<file path="src/rtl/conv_layer_output_interface.sv">
// conv_layer_output_interface
//
// Write-back buffer between the conv kernel array and external result RAM.
// A CAPTURE command latches one parallel word of ARRAY_SIZE results; a STORE
// command then streams those results to RAM, one per cycle, starting with
// element 0 (the MS slice of data_in), at an auto-incrementing address.
// After FRAME_SIZE results the address and count wrap to 0 and FRAME_FIN is
// reported instead of STORE_FIN.
//
// Ports:
//   clk          in   clock, rising edge
//   rst          in   synchronous active-high reset
//   enable       in   global advance; low freezes state and suppresses we/ack
//   cmd          in   0 NONE, 1 CAPTURE, 2 STORE, 3 CLEAR
//   data_in      in   ARRAY_SIZE*DATA_WIDTH kernel results, element 0 in MS slice
//   data_valid   in   data_in valid this cycle
//   ack          out  0 IDLE, 1 CAPTURE_FIN, 2 STORE_FIN, 3 FRAME_FIN (1-cycle pulse)
//   ext_ram_addr out  write address (registered)
//   ext_ram_data out  write data (registered)
//   ext_ram_we   out  write strobe (registered)
//
// Build option:
//   CONV_OUT_RELU_EN  when defined, results with the sign bit set (negative
//                     values and -0.0) are written as 0; the buffer is untouched.
//
// States:
//   state   | meaning
//   INIT    | nothing captured yet; only CAPTURE is accepted
//   IDLE    | buffer holds a word; waits for CAPTURE / STORE / CLEAR
//   CAPTURE | waiting for data_valid to latch data_in
//   STORE   | streaming buffer elements to RAM, one per cycle

module conv_layer_output_interface #(
  parameter int ARRAY_SIZE     = 6,
  parameter int DATA_WIDTH     = 32,
  parameter int EXT_ADDR_WIDTH = 10,
  parameter int FRAME_SIZE     = 36
) (
  input  logic                             clk,
  input  logic                             rst,
  input  logic                             enable,
  input  logic [1:0]                       cmd,
  input  logic [ARRAY_SIZE*DATA_WIDTH-1:0] data_in,
  input  logic                             data_valid,
  output logic [1:0]                       ack,
  output logic [EXT_ADDR_WIDTH-1:0]        ext_ram_addr,
  output logic [DATA_WIDTH-1:0]            ext_ram_data,
  output logic                             ext_ram_we
);

  localparam int IDX_W = (ARRAY_SIZE > 1) ? $clog2(ARRAY_SIZE) : 1;
  localparam int CNT_W = $clog2(FRAME_SIZE + 1);

  localparam logic [1:0] CMD_CAPTURE = 2'd1;
  localparam logic [1:0] CMD_STORE   = 2'd2;
  localparam logic [1:0] CMD_CLEAR   = 2'd3;

  localparam logic [1:0] ACK_IDLE        = 2'd0;
  localparam logic [1:0] ACK_CAPTURE_FIN = 2'd1;
  localparam logic [1:0] ACK_STORE_FIN   = 2'd2;
  localparam logic [1:0] ACK_FRAME_FIN   = 2'd3;

  typedef enum logic [1:0] {
    S_INIT    = 2'd0,
    S_IDLE    = 2'd1,
    S_CAPTURE = 2'd2,
    S_STORE   = 2'd3
  } state_t;

  state_t                    state;
  state_t                    state_nxt;
  logic [DATA_WIDTH-1:0]     data_buf [ARRAY_SIZE];
  logic [IDX_W-1:0]          idx;
  logic [EXT_ADDR_WIDTH-1:0] wr_ptr;
  logic [CNT_W-1:0]          wr_cnt;

  logic                      last_elem;
  logic                      frame_end;
  logic [DATA_WIDTH-1:0]     cur_elem;
  logic [DATA_WIDTH-1:0]     wr_data;

  logic [1:0]                ack_nxt;
  logic                      we_nxt;
  logic [EXT_ADDR_WIDTH-1:0] addr_nxt;
  logic [DATA_WIDTH-1:0]     data_nxt;

  assign last_elem = (idx == IDX_W'(ARRAY_SIZE - 1));
  // FRAME_SIZE is a multiple of ARRAY_SIZE, so the frame can only end on the
  // last element of a word; qualifying with last_elem keeps that explicit.
  assign frame_end = last_elem && ((wr_cnt + CNT_W'(1)) == CNT_W'(FRAME_SIZE));
  assign cur_elem  = data_buf[idx];

`ifdef CONV_OUT_RELU_EN
  assign wr_data = cur_elem[DATA_WIDTH-1] ? '0 : cur_elem;
`else
  assign wr_data = cur_elem;
`endif

  // State register
  always_ff @(posedge clk) begin
    if (rst) begin
      state <= S_INIT;
    end else begin
      state <= state_nxt;
    end
  end

  // Next-state logic
  always_comb begin
    state_nxt = state;
    if (enable) begin
      case (state)
        S_INIT: begin
          if (cmd == CMD_CAPTURE) state_nxt = S_CAPTURE;
        end
        S_IDLE: begin
          case (cmd)
            CMD_CAPTURE: state_nxt = S_CAPTURE;
            CMD_STORE:   state_nxt = S_STORE;
            CMD_CLEAR:   state_nxt = S_INIT;
            default:     state_nxt = S_IDLE;
          endcase
        end
        S_CAPTURE: begin
          if (data_valid) state_nxt = S_IDLE;
        end
        S_STORE: begin
          if (last_elem) state_nxt = S_IDLE;
        end
        default: state_nxt = S_INIT;
      endcase
    end
  end

  // Output logic: next values of the registered RAM port and ack.
  // Address and data hold between writes; we and ack are pulses.
  always_comb begin
    ack_nxt  = ACK_IDLE;
    we_nxt   = 1'b0;
    addr_nxt = ext_ram_addr;
    data_nxt = ext_ram_data;
    if (enable) begin
      case (state)
        S_CAPTURE: begin
          if (data_valid) ack_nxt = ACK_CAPTURE_FIN;
        end
        S_STORE: begin
          we_nxt   = 1'b1;
          addr_nxt = wr_ptr;
          data_nxt = wr_data;
          if (last_elem) ack_nxt = frame_end ? ACK_FRAME_FIN : ACK_STORE_FIN;
        end
        default: ;
      endcase
    end
  end

  always_ff @(posedge clk) begin
    if (rst) begin
      ack          <= ACK_IDLE;
      ext_ram_we   <= 1'b0;
      ext_ram_addr <= '0;
      ext_ram_data <= '0;
    end else begin
      ack          <= ack_nxt;
      ext_ram_we   <= we_nxt;
      ext_ram_addr <= addr_nxt;
      ext_ram_data <= data_nxt;
    end
  end

  // Buffer, element index and write pointer/count
  always_ff @(posedge clk) begin
    if (rst) begin
      idx    <= '0;
      wr_ptr <= '0;
      wr_cnt <= '0;
      for (int i = 0; i < ARRAY_SIZE; i++) data_buf[i] <= '0;
    end else if (enable) begin
      case (state)
        S_IDLE: begin
          if (cmd == CMD_CLEAR) begin
            idx    <= '0;
            wr_ptr <= '0;
            wr_cnt <= '0;
            for (int i = 0; i < ARRAY_SIZE; i++) data_buf[i] <= '0;
          end
        end
        S_CAPTURE: begin
          if (data_valid) begin
            for (int i = 0; i < ARRAY_SIZE; i++)
              data_buf[i] <= data_in[(ARRAY_SIZE-1-i)*DATA_WIDTH +: DATA_WIDTH];
          end
        end
        S_STORE: begin
          idx <= last_elem ? '0 : idx + IDX_W'(1);
          if (frame_end) begin
            wr_ptr <= '0;
            wr_cnt <= '0;
          end else begin
            wr_ptr <= wr_ptr + EXT_ADDR_WIDTH'(1);
            wr_cnt <= wr_cnt + CNT_W'(1);
          end
        end
        default: ;
      endcase
    end
  end

endmodule

</file>
<file path="config.mk">
export PLATFORM = sky130hd
export DESIGN_NAME = conv_layer_output_interface
export DESIGN_NICKNAME = d
export VERILOG_FILES = /design/src/rtl/conv_layer_output_interface.sv
export SDC_FILE = /design/constraint.sdc
export NUM_CORES = 1
export LEC_CHECK = 0
export BUFFER_PORTS_ARGS = -buffer_cell sky130_fd_sc_hd__buf_2
export CAP_MARGIN = 10
export CORE_MARGIN = 4
export CORE_UTILIZATION = 55
export DETAILED_ROUTE_END_ITERATION = 16
export PLACE_DENSITY = 0.84
export SYNTH_ARGS = -nofsm -noshare
export SYNTH_HDL_FRONTEND = slang
export SYNTH_SLANG_ARGS = --single-unit
</file>
<file path="constraint.sdc">
create_clock -name clk -period 5.9 [get_ports clk]
set_clock_uncertainty 0.2 [all_clocks]
set_input_delay 0.59 -clock clk [delete_from_list [all_inputs] [get_ports clk]]
set_output_delay 0.59 -clock clk [all_outputs]
set_load 0.01 [all_outputs]
</file>
==> impl_metrics.toml, run 1 <==
[grt]
grt-ovfl-total = 0
grt_pass1_wl_mm = 38.3
antenna_found_initial = 0
grt_max_degree = 161
track_usage_pct = 20.3
grt_pass1_vias = 7507

[timing]
hold_viol = 0
finalSetupViolCount = 0
fmax_mhz = 379
worstMarginPinSlew_ns = 1.02
final-max-slew-violation-count = 0
finalWorstSetupSlack_ns = 3.26
fin_tns_setup_ns = 0
finalCritPeriodShare_pct = 44.7
period_needed_ns = 2.64
slew-limit-headroom_pct = 31.9
hold_ws_ns = 0.144
rsz0062_at_grt = "false"

[clock_network]
postCtsSetupBuffers = 0
numCtsBuffers = 27
cts_resized = 0
htree_num_levels = 1
cts_root_buf = "clkbuf_16"
cts_sinks = 258
clkTransAtPathRegs_ns = 0.06
hold_buffers = 0
insertion_delay_ns = 0.52
clockBufferDepth = 3
cts_tree = "yes"

[setup_path]
worstSetupStartpointType = "flop"
setup.worst_path.start = "idx[0]"
cp_max_fo = 44
reg2reg_from = "idx[0]"
required_ns = 6.06
reg2reg_slack_ns = 3.26
worstSetupPathType = "flop to flop"
arrival_ns = 2.80
cp-end-kind = "flop"

[yosys]
ys_top_cells_by_count = "and2_1, edfxtp_1, nand2_1"
synth_compound_area_share_pct = 7.67
yosysTopAreaCell = "edfxtp_1"
syn_inst = 868
yosys-mux-area-fraction_pct = 9.59
syn_area_sq_um = 11400
yosys.area_share.xor_xnor_pct = 0.615
synthAdderAreaFrac_pct = 0.768
synth_top_family_by_area = "simple AND/OR/NAND/NOR gates"
synth_warnings = 0
syn-mean-instance-area_sq_um = 13.1
synthSimpleGateAreaFrac_pct = 16.3
ys_top_cells_by_area = "edfxtp_1, dfxtp_1, and2_1"
synth_edf_count = 192
ys_ff_latch = 258
yosys.cell_types.count = 53
ys_async_sr_fraction_pct = 0
seq_area_frac_synth_pct = 62.2
syn_nets = 1073
yosysMostFrequentCell = "and2_1"
synth_top_area_share_pct = 50.6
synth_top_flop_cell = "edfxtp_1"

[cells_and_area]
antenna_cells = 0
drive_above_1_share_pct = 31.6
syn_to_final_growth_pct = 19.6
finalNetCount = 1288
n_fill_cell = 1413

[route]
vias_per_cell = 5.36
wire_per_inst_um = 17.8
drtIter0Drc = 444
dr.pass1.iters = 5
vias = 7362
ant_nets = 0
drt_wl_total_mm = 24.4
drc = 0

[pwr]
seq_power_share_pct = 53.2
p_clk_share_pct = 42.9
power.internal_w = 0.00305
switchingPower_w = 0.000748
vdd_drop_max_mv = 0.270
p_per_area_nw_per_um2 = 279
p_leak_nw = 5.23
p_sw_share_pct = 19.7
power_frac_comb_pct = 3.9

[outcome]
run_status = "completed"

[hold_path]
min_from = "data_in[109]"
hold_class = "primary input to flop"

[die]
die_height_um = 152
die_area_sq_um = 23100
start_util_pct = 56.2
row_count = 52
coreArea_sq_um = 20300
die_x_um = 152
ios = 243

[run]
maxCapViolations = 0

[place]
globalplace.congestion = 0.796
dp_slack_ns = 3.05
place_hpwl_mm = 16.2
portBuffers = 242
==> registers in the layout, summed over array words and instances (netlist names) <==
signal,count
state,2
ext_ram_we,1
idx,3
ack,2
data_buf,192
ext_ram_addr,10
ext_ram_data,32
wr_ptr,10
wr_cnt,6
==> power groups by stage <==
| stage | clock (W) | combinational (W) | sequential (W) |
|---|---|---|---|
| after floorplan | 0 | 0.0000618 | 0.00206 |
| after global placement | 0 | 0.000146 | 0.00206 |
| after detailed placement | 0 | 0.000148 | 0.00206 |
| after CTS | 0.00166 | 0.000149 | 0.00202 |
| after global routing | 0.00174 | 0.000161 | 0.00203 |
| final | 0.00163 | 0.000147 | 0.00202 |
==> cells in the final DEF (no fill, tap or decap), drive strengths merged, types with 5 or more instances in the layout <==
cell and instances:
clkinv 6, dfxtp 66, a21oi 54, o311ai 9, o211ai 34, nand2 101
mux4 32, edfxtp 192, nor2 13, clkbuf 43, mux2i 36, nand3 7
nor3 5, ha 7, buf 251, and2 193
==> layer usage <==
layer,vias up,part of all wire (%),global-route usage [%]
met3,48,6.4,3.90
met5,-,0,0
met2,266,51,35.6
li1,3561,-,-
met4,0,2.7,6.42
met1,3487,40,25.6
==> stage by stage <==
stage / std cells / instance area [sq um] / util [%] / power, W
final: 1374 / 13600 / 67.2 / 0.00380
after global placement: 1323 / 12700 / 62.7 / 0.00220
after detailed placement: 1323 / 12700 / 62.7 / 0.00221
after CTS: 1373 / 13600 / 67.1 / 0.00383
after global routing: 1374 / 13600 / 67.2 / 0.00392
after floorplan: 868 / 11400 / - / 0.00212
==> worst max-delay path, stage by stage, from the launching register on <==
cell,delay (ns)
dfxtp_4,0.86
buf_4,0.55
mux4_2,0.56
o211ai_1,0.19
a21oi_1,0.09
==> path summary, 6_finish.rpt <==
kind / depth (start not counted) / to
min reg2reg: 2 / ext_ram_data[19]
min: 2 / data_buf[2][13]
max: 4 / ext_ram_data[22]
max reg2reg: 4 / ext_ram_data[22]
==> layout make-up <==
| class | count | area [sq um] | area share, % |
|---|---|---|---|
| Clock buffer | 43 | 842 | 6.18 |
| Timing Repair Buffer | 251 | 1300 | 9.56 |
| Clock inverter | 7 | 38.8 | 0.285 |
| Sequential cell | 258 | 7090 | 52.0 |
| Tap cell | 270 | 338 | 2.48 |
| Inverter | 3 | 11.3 | 0.0826 |
| Multi-Input combinational cell | 542 | 4010 | 29.4 |
==> cells by family (layout without fill, tap and decap cells) <==
group | Yosys count | count (layout)
simple gates | 339 | 339
flops | 258 | 258
compound gates | 120 | 120
mux | 68 | 68
buf+inv | 68 | 304
xor+xnor | 8 | 8
fa+ha+maj | 7 | 7
No activity file was read; power rests on OpenSTA's default activity.
==> run 2, diff against run 1 <==
--- a/config.mk
+++ b/config.mk
@@ -5,12 +5,13 @@
 export SDC_FILE = /design/constraint.sdc
 export NUM_CORES = 1
 export LEC_CHECK = 0
+export ABC_AREA = 1
 export BUFFER_PORTS_ARGS = -buffer_cell sky130_fd_sc_hd__buf_2
 export CAP_MARGIN = 10
 export CORE_MARGIN = 4
-export CORE_UTILIZATION = 55
+export CORE_UTILIZATION = 50
 export DETAILED_ROUTE_END_ITERATION = 16
-export PLACE_DENSITY = 0.84
+export PLACE_DENSITY = 0.81
 export SYNTH_ARGS = -nofsm -noshare
 export SYNTH_HDL_FRONTEND = slang
 export SYNTH_SLANG_ARGS = --single-unit
==> constraint.sdc (replaced) <==
create_clock -name clk -period 2.2 [get_ports clk]
set_clock_uncertainty 0.2 [all_clocks]
set_input_delay 0.22 -clock clk [delete_from_list [all_inputs] [get_ports clk]]
set_output_delay 0.22 -clock clk [all_outputs]
set_load 0.01 [all_outputs]
==> run 2 against run 1 <==
Setup slack got worse by 3.0 ns; sequential power increased to 2.7 times the previous value; cell area increased by 18%; total power increased to 2.9 times the previous value; flip-flop and latch count unchanged; global-route usage increased by 8.0 points; non-clock buffer count increased by 215; clock-buffer cell count decreased by 10; via count increased by 44%; register-to-register slack got worse by 3.0 ns; critical endpoint is now data_buf[4][11].
==> impl_metrics.toml, run 2 <==
[outcome]
run_status = "completed"

[timing]
period_needed_ns = 1.98
finalCritPeriodShare_pct = 90.2
hold_viol = 0
slew-limit-headroom_pct = 72.8
worstMarginPinSlew_ns = 0.407
fmax_mhz = 504
rsz0062_at_grt = "false"
finalSetupViolCount = 0
final-max-slew-violation-count = 0
fin_tns_setup_ns = 0
finalWorstSetupSlack_ns = 0.216

[clock_network]
cts_root_buf = "clkbuf_16"
numCtsBuffers = 27
cts_resized = 0
cts_sinks = 258
postCtsSetupBuffers = 0
clkTransAtPathRegs_ns = 0.06
cts_tree = "yes"
htree_num_levels = 1
insertion_delay_ns = 0.53
clockBufferDepth = 3

[yosys]
syn-mean-instance-area_sq_um = 9.12
ys_async_sr_fraction_pct = 0
synth_top_area_share_pct = 50.1
ys_top_cells_by_count = "nor2_1, inv_1, edfxtp_1"
synth_top_flop_cell = "edfxtp_1"
ys_top_cells_by_area = "edfxtp_1, dfxtp_1, nor2_1"
syn_nets = 1468
syn_area_sq_um = 11500
syn_inst = 1263
synth_edf_count = 192
yosysMostFrequentCell = "nor2_1"
yosysTopAreaCell = "edfxtp_1"
ys_ff_latch = 258
synth_warnings = 0
yosys.cell_types.count = 29
seq_area_frac_synth_pct = 61.5

[grt]
antenna_found_initial = 0
grt_max_degree = 70
grt_pass1_vias = 10900
grt-ovfl-total = 0
grt_pass1_wl_mm = 57.5
track_usage_pct = 28.3

[pwr]
p_per_area_nw_per_um2 = 697
vdd_drop_max_mv = 0.682
power_frac_comb_pct = 7.9
p_clk_share_pct = 43.3
switchingPower_w = 0.00241
seq_power_share_pct = 48.8
p_leak_nw = 7.36
power.internal_w = 0.00879
p_sw_share_pct = 21.5
total_power_w = 0.0112

[die]
die_area_sq_um = 25500
die_height_um = 160
ios = 243
die_x_um = 160
coreArea_sq_um = 22600
start_util_pct = 50.9
row_count = 55

[cells_and_area]
antenna_cells = 0
drive_above_1_share_pct = 19.3
top_register = "data_buf"
layout_commonest_cell = "nor2_1"
reg_top3 = "data_buf x192, ext_ram_data x32"
final_cell_mix = "nor2_1, buf_2, inv_1"
largest_reg_flops = 192
final_util_pct = 71.0
finalNetCount = 1893
syn_to_final_growth_pct = 39.6

[route]
wire_per_inst_um = 18.5
vias_per_cell = 5.33
ant_nets = 0
vias = 10600
drt_wl_total_mm = 36.8
dr.pass1.iters = 6
drtIter0Drc = 1002
drc = 0

[place]
portBuffers = 242
globalplace.congestion = 0.894
dp_slack_ns = 0.255
place_hpwl_mm = 20.1

[setup_path]
cp_max_fo = 45
worstSetupPathType = "flop to flop"
arrival_ns = 2.00
required_ns = 2.22
cp-end-kind = "flop"
worstSetupStartpointType = "flop"

[hold_path]
hold_class = "primary input to flop"

[run]
maxCapViolations = 0
run 2: changes by cell type after synthesis, sizes merged, moves of 5 or more:
cell and change:
a21oi -32, a31oi +28, and2 -193, buf +5, inv +219, mux2i -36, mux4 -32, nand2 +26
nand3 +44, nor2 +302, o21ai +104, o311ai -9
run 2: per-stage QoR:
| step | std cells | instance area (sq um) | hold slack [ns] |
|---|---|---|---|
| floorplan | 1263 | 11500 | 0.228 |
| global placement | 1750 | 13200 | 0.250 |
| detailed placement | 1750 | 13200 | 0.258 |
| CTS | 1993 | 16100 | 0.0000318 |
| global route | 1993 | 16100 | 0.0490 |
| finish | 1993 | 16100 | 0.0233 |
run 2: cells by family (layout without fill, tap and decap cells):
family	Yosys count	after routing	share of synthesized area, %
DFF	258	258	61.5
buffers and inverters	292	737	10.1
adders and majority gates	7	7	0.760
xor gates and xnor gates	5	5	0.380
and+or+nand+nor	503	503	17.5
AOI/OAI and AO/OA	198	198	9.78
run 2: final timing paths:
kind                           to            start  slack, ns  cells past startpoint
hold reg to reg   ext_ram_addr[5]  ext_ram_addr[5]       0.27                      2
hold / removal           state[1]       data_valid       0.02                      5
setup reg to reg  data_buf[4][11]         state[0]       0.22                      7
setup / recovery  data_buf[4][11]         state[0]       0.22                      7
run 2: what timing repair did:
action,4_1_cts,5_1_grt
endpoints found under the setup margin,0,0
hold buffers,194,0
endpoints found under the hold margin,211,0
run 2: critical path: stages, from the launching register on:
cell,delay (ns)
dfxtp_4,0.36
inv_1,0.06
nand2_1,0.07
inv_1,0.07
nand4_1,0.16
o211ai_1,0.20
buf_12,0.23
buf_12,0.27
run 2: power by group through the flow:
stage          Sequential, W  Combinational (W)  Clock (W)
3_5_place_dp         0.00556           0.000578          0
5_1_grt              0.00547           0.000961    0.00509
3_3_place_gp         0.00555           0.000564          0
4_1_cts              0.00546           0.000844    0.00484
6_report             0.00546           0.000888    0.00485
2_1_floorplan        0.00560           0.000247          0
run 2: cell type report:
cell class,count,area [sq um]
timing repair buffer,466,3570
clock buffer,33,728
multi-input combinational,713,3290
fill,1489,6560
tap,285,357
sequential,258,7090
clock inverter,16,205
inverter,222,837
run 2: metal layers:
| metal | global-route usage, % | part of all wire [%] | vias up |
|---|---|---|---|
| met4 | 14.9 | 6.1 | 0 |
| met2 | 51.8 | 52 | 605 |
| li1 | - | - | 4923 |
| met5 | 0 | 0 | - |
| met1 | 31.6 | 35 | 4947 |
| met3 | 4.46 | 7.2 | 144 |
==> run 3, diff against run 2 <==
--- a/config.mk
+++ b/config.mk
@@ -8,7 +8,7 @@
 export ABC_AREA = 1
 export BUFFER_PORTS_ARGS = -buffer_cell sky130_fd_sc_hd__buf_2
 export CAP_MARGIN = 10
-export CORE_MARGIN = 4
+export CORE_ASPECT_RATIO = 1.25
 export CORE_UTILIZATION = 50
 export DETAILED_ROUTE_END_ITERATION = 16
 export PLACE_DENSITY = 0.81
==> run 3 against run 2 <==
Combinational power about the same; setup slack better by 0.018 ns; cell area down 1.0%; via count down 1.4%; clock power down 13%; largest power group unchanged; highest routed layer unchanged; non-clock buffer count shrank 1.
==> impl_metrics.toml, run 3 (synthesis results as in run 2) <==
[outcome]
run_status = "completed"

[setup_path]
critPathMaxStageDelay_ns = 0.45
path_depth = 7
cp_top_family = "buffers and inverters"
cp-end-kind = "flop"
path_common_cell = "inv_2"
crit_slowest_cell = "dfxtp_1"
worstSetupStartpointType = "flop"
required_ns = 2.45
worstSetupPathType = "flop to flop"
crit_chain = "nand2_2 > inv_2 > nand2_4 > inv_2 > buf_12 > o21ai_0 > a31oi_1"
arrival_ns = 2.22
r2r_cells = 7
worst-path-buf-inv = 3
cp_max_fo = 31

[grt]
grt-ovfl-total = 0
grt_pass1_vias = 10500
grt_max_degree = 94
grt_pass1_wl_mm = 53.9
antenna_found_initial = 5
track_usage_pct = 30.7

[clock_network]
cts_resized = 0
hold_buffers = 194
cts_root_buf = "clkbuf_16"
cts_tree = "yes"
cts_sinks = 258
postCtsSetupBuffers = 0
numCtsBuffers = 26
insertion_delay_ns = 0.53
clockBufferDepth = 3
clkTransAtPathRegs_ns = 0.07
htree_num_levels = 1

[timing]
final-max-slew-violation-count = 0
rsz0062_at_grt = "false"
slew-limit-headroom_pct = 61.6
finalSetupViolCount = 0
finalWorstSetupSlack_ns = 0.234
hold_viol = 0
worstMarginPinSlew_ns = 0.570
finalCritPeriodShare_pct = 89.4
period_needed_ns = 1.97
fmax_mhz = 509
fin_tns_setup_ns = 0

[cells_and_area]
finalNetCount = 1891
largest_reg_flops = 192
reg_top3 = "data_buf x192, ext_ram_data x32"
fin_area_sq_um = 15900
layout_commonest_cell = "nor2_1"
fin_cells = 1993
syn_to_final_growth_pct = 38.2
final_cell_mix = "nor2_1, buf_2, inv_1"
final_util_pct = 70.9
drive_above_1_share_pct = 19.0
top_register = "data_buf"

[die]
die_area_sq_um = 23600
ios = 243
start_util_pct = 51.3
die_x_um = 138
coreArea_sq_um = 22400
die_height_um = 172
row_count = 61

[route]
drt_wl_total_mm = 36.0
drc = 0
dr.pass1.iters = 7
vias = 10500
drtIter0Drc = 902
wire_per_inst_um = 18.1
ant_nets = 0
vias_per_cell = 5.25

[hold_path]
min_path_cells = 5
hold_class = "primary input to flop"

[place]
dp_cells = 1747
dp_slack_ns = 0.238
portBuffers = 242
globalplace.congestion = 0.868
placed_area_sq_um = 13200
place_hpwl_mm = 20.2

[pwr]
p_per_area_nw_per_um2 = 664
p_leak_nw = 7.27
vdd_drop_max_mv = 0.552

[run]
maxCapViolations = 0
## run 3: changes by cell type in the layout (fill, tap and decap cells not counted), sizes merged
cell / previous run / this run
clkinv: 10 / 11
buf: 272 / 271
diode: 0 / 5
clkinvlp: 1 / 2
bufinv: 5 / 1
## run 3: worst register-to-register path: cells and delay by family (launching register included)
kind,cells,cell delay (ns)
and+or+nand+nor,2,0.25
buffers and inverters,3,0.64
AOI/OAI and AO/OA,2,0.36
DFF,1,0.45
## run 3: final timing paths
check                                      from         endpoint  slack (ns)
worst min-delay path                 data_valid         state[0]        0.03
worst min register to register  ext_ram_addr[7]  ext_ram_addr[7]        0.26
worst max register to register         state[1]  ext_ram_data[8]        0.23
worst max-delay path                   state[1]  ext_ram_data[8]        0.23
## run 3: power by group
part           leakage [nW]  switching, W  total [W]  internal, W
combinational          4.36      0.000427   0.000885     0.000458
clock                 0.388       0.00186    0.00422      0.00236
sequential             2.52     0.0000594    0.00546      0.00540
## run 3: layout make-up
type | count | area (sq um)
inverters | 222 | 836
clock inverters | 14 | 100
well taps | 283 | 354
fillers | 1547 | 6520
clock buffers | 33 | 698
diodes | 5 | 12.5
flip-flops and latches | 258 | 7090
multi-input cells | 713 | 3290
repair buffers | 465 | 3530
## run 3: metal layers
metal / track usage (%) / wire length, um / up-vias
li1: - / - / 4923
met1: 32.6 / 12200 / 4814
met2: 54.9 / 18300 / 571
met3: 4.42 / 2630 / 162
met4: 22.2 / 2830 / 0
met5: 0 / 0 / -
## run 3: stage by stage
step / total power, W / hold slack, ns
final: 0.0106 / 0.0252
after global routing: 0.0109 / 0.0402
after CTS: 0.0105 / 0.0138
after detailed placement: 0.00613 / 0.252
after global placement: 0.00611 / 0.249
after floorplan: 0.00584 / 0.228
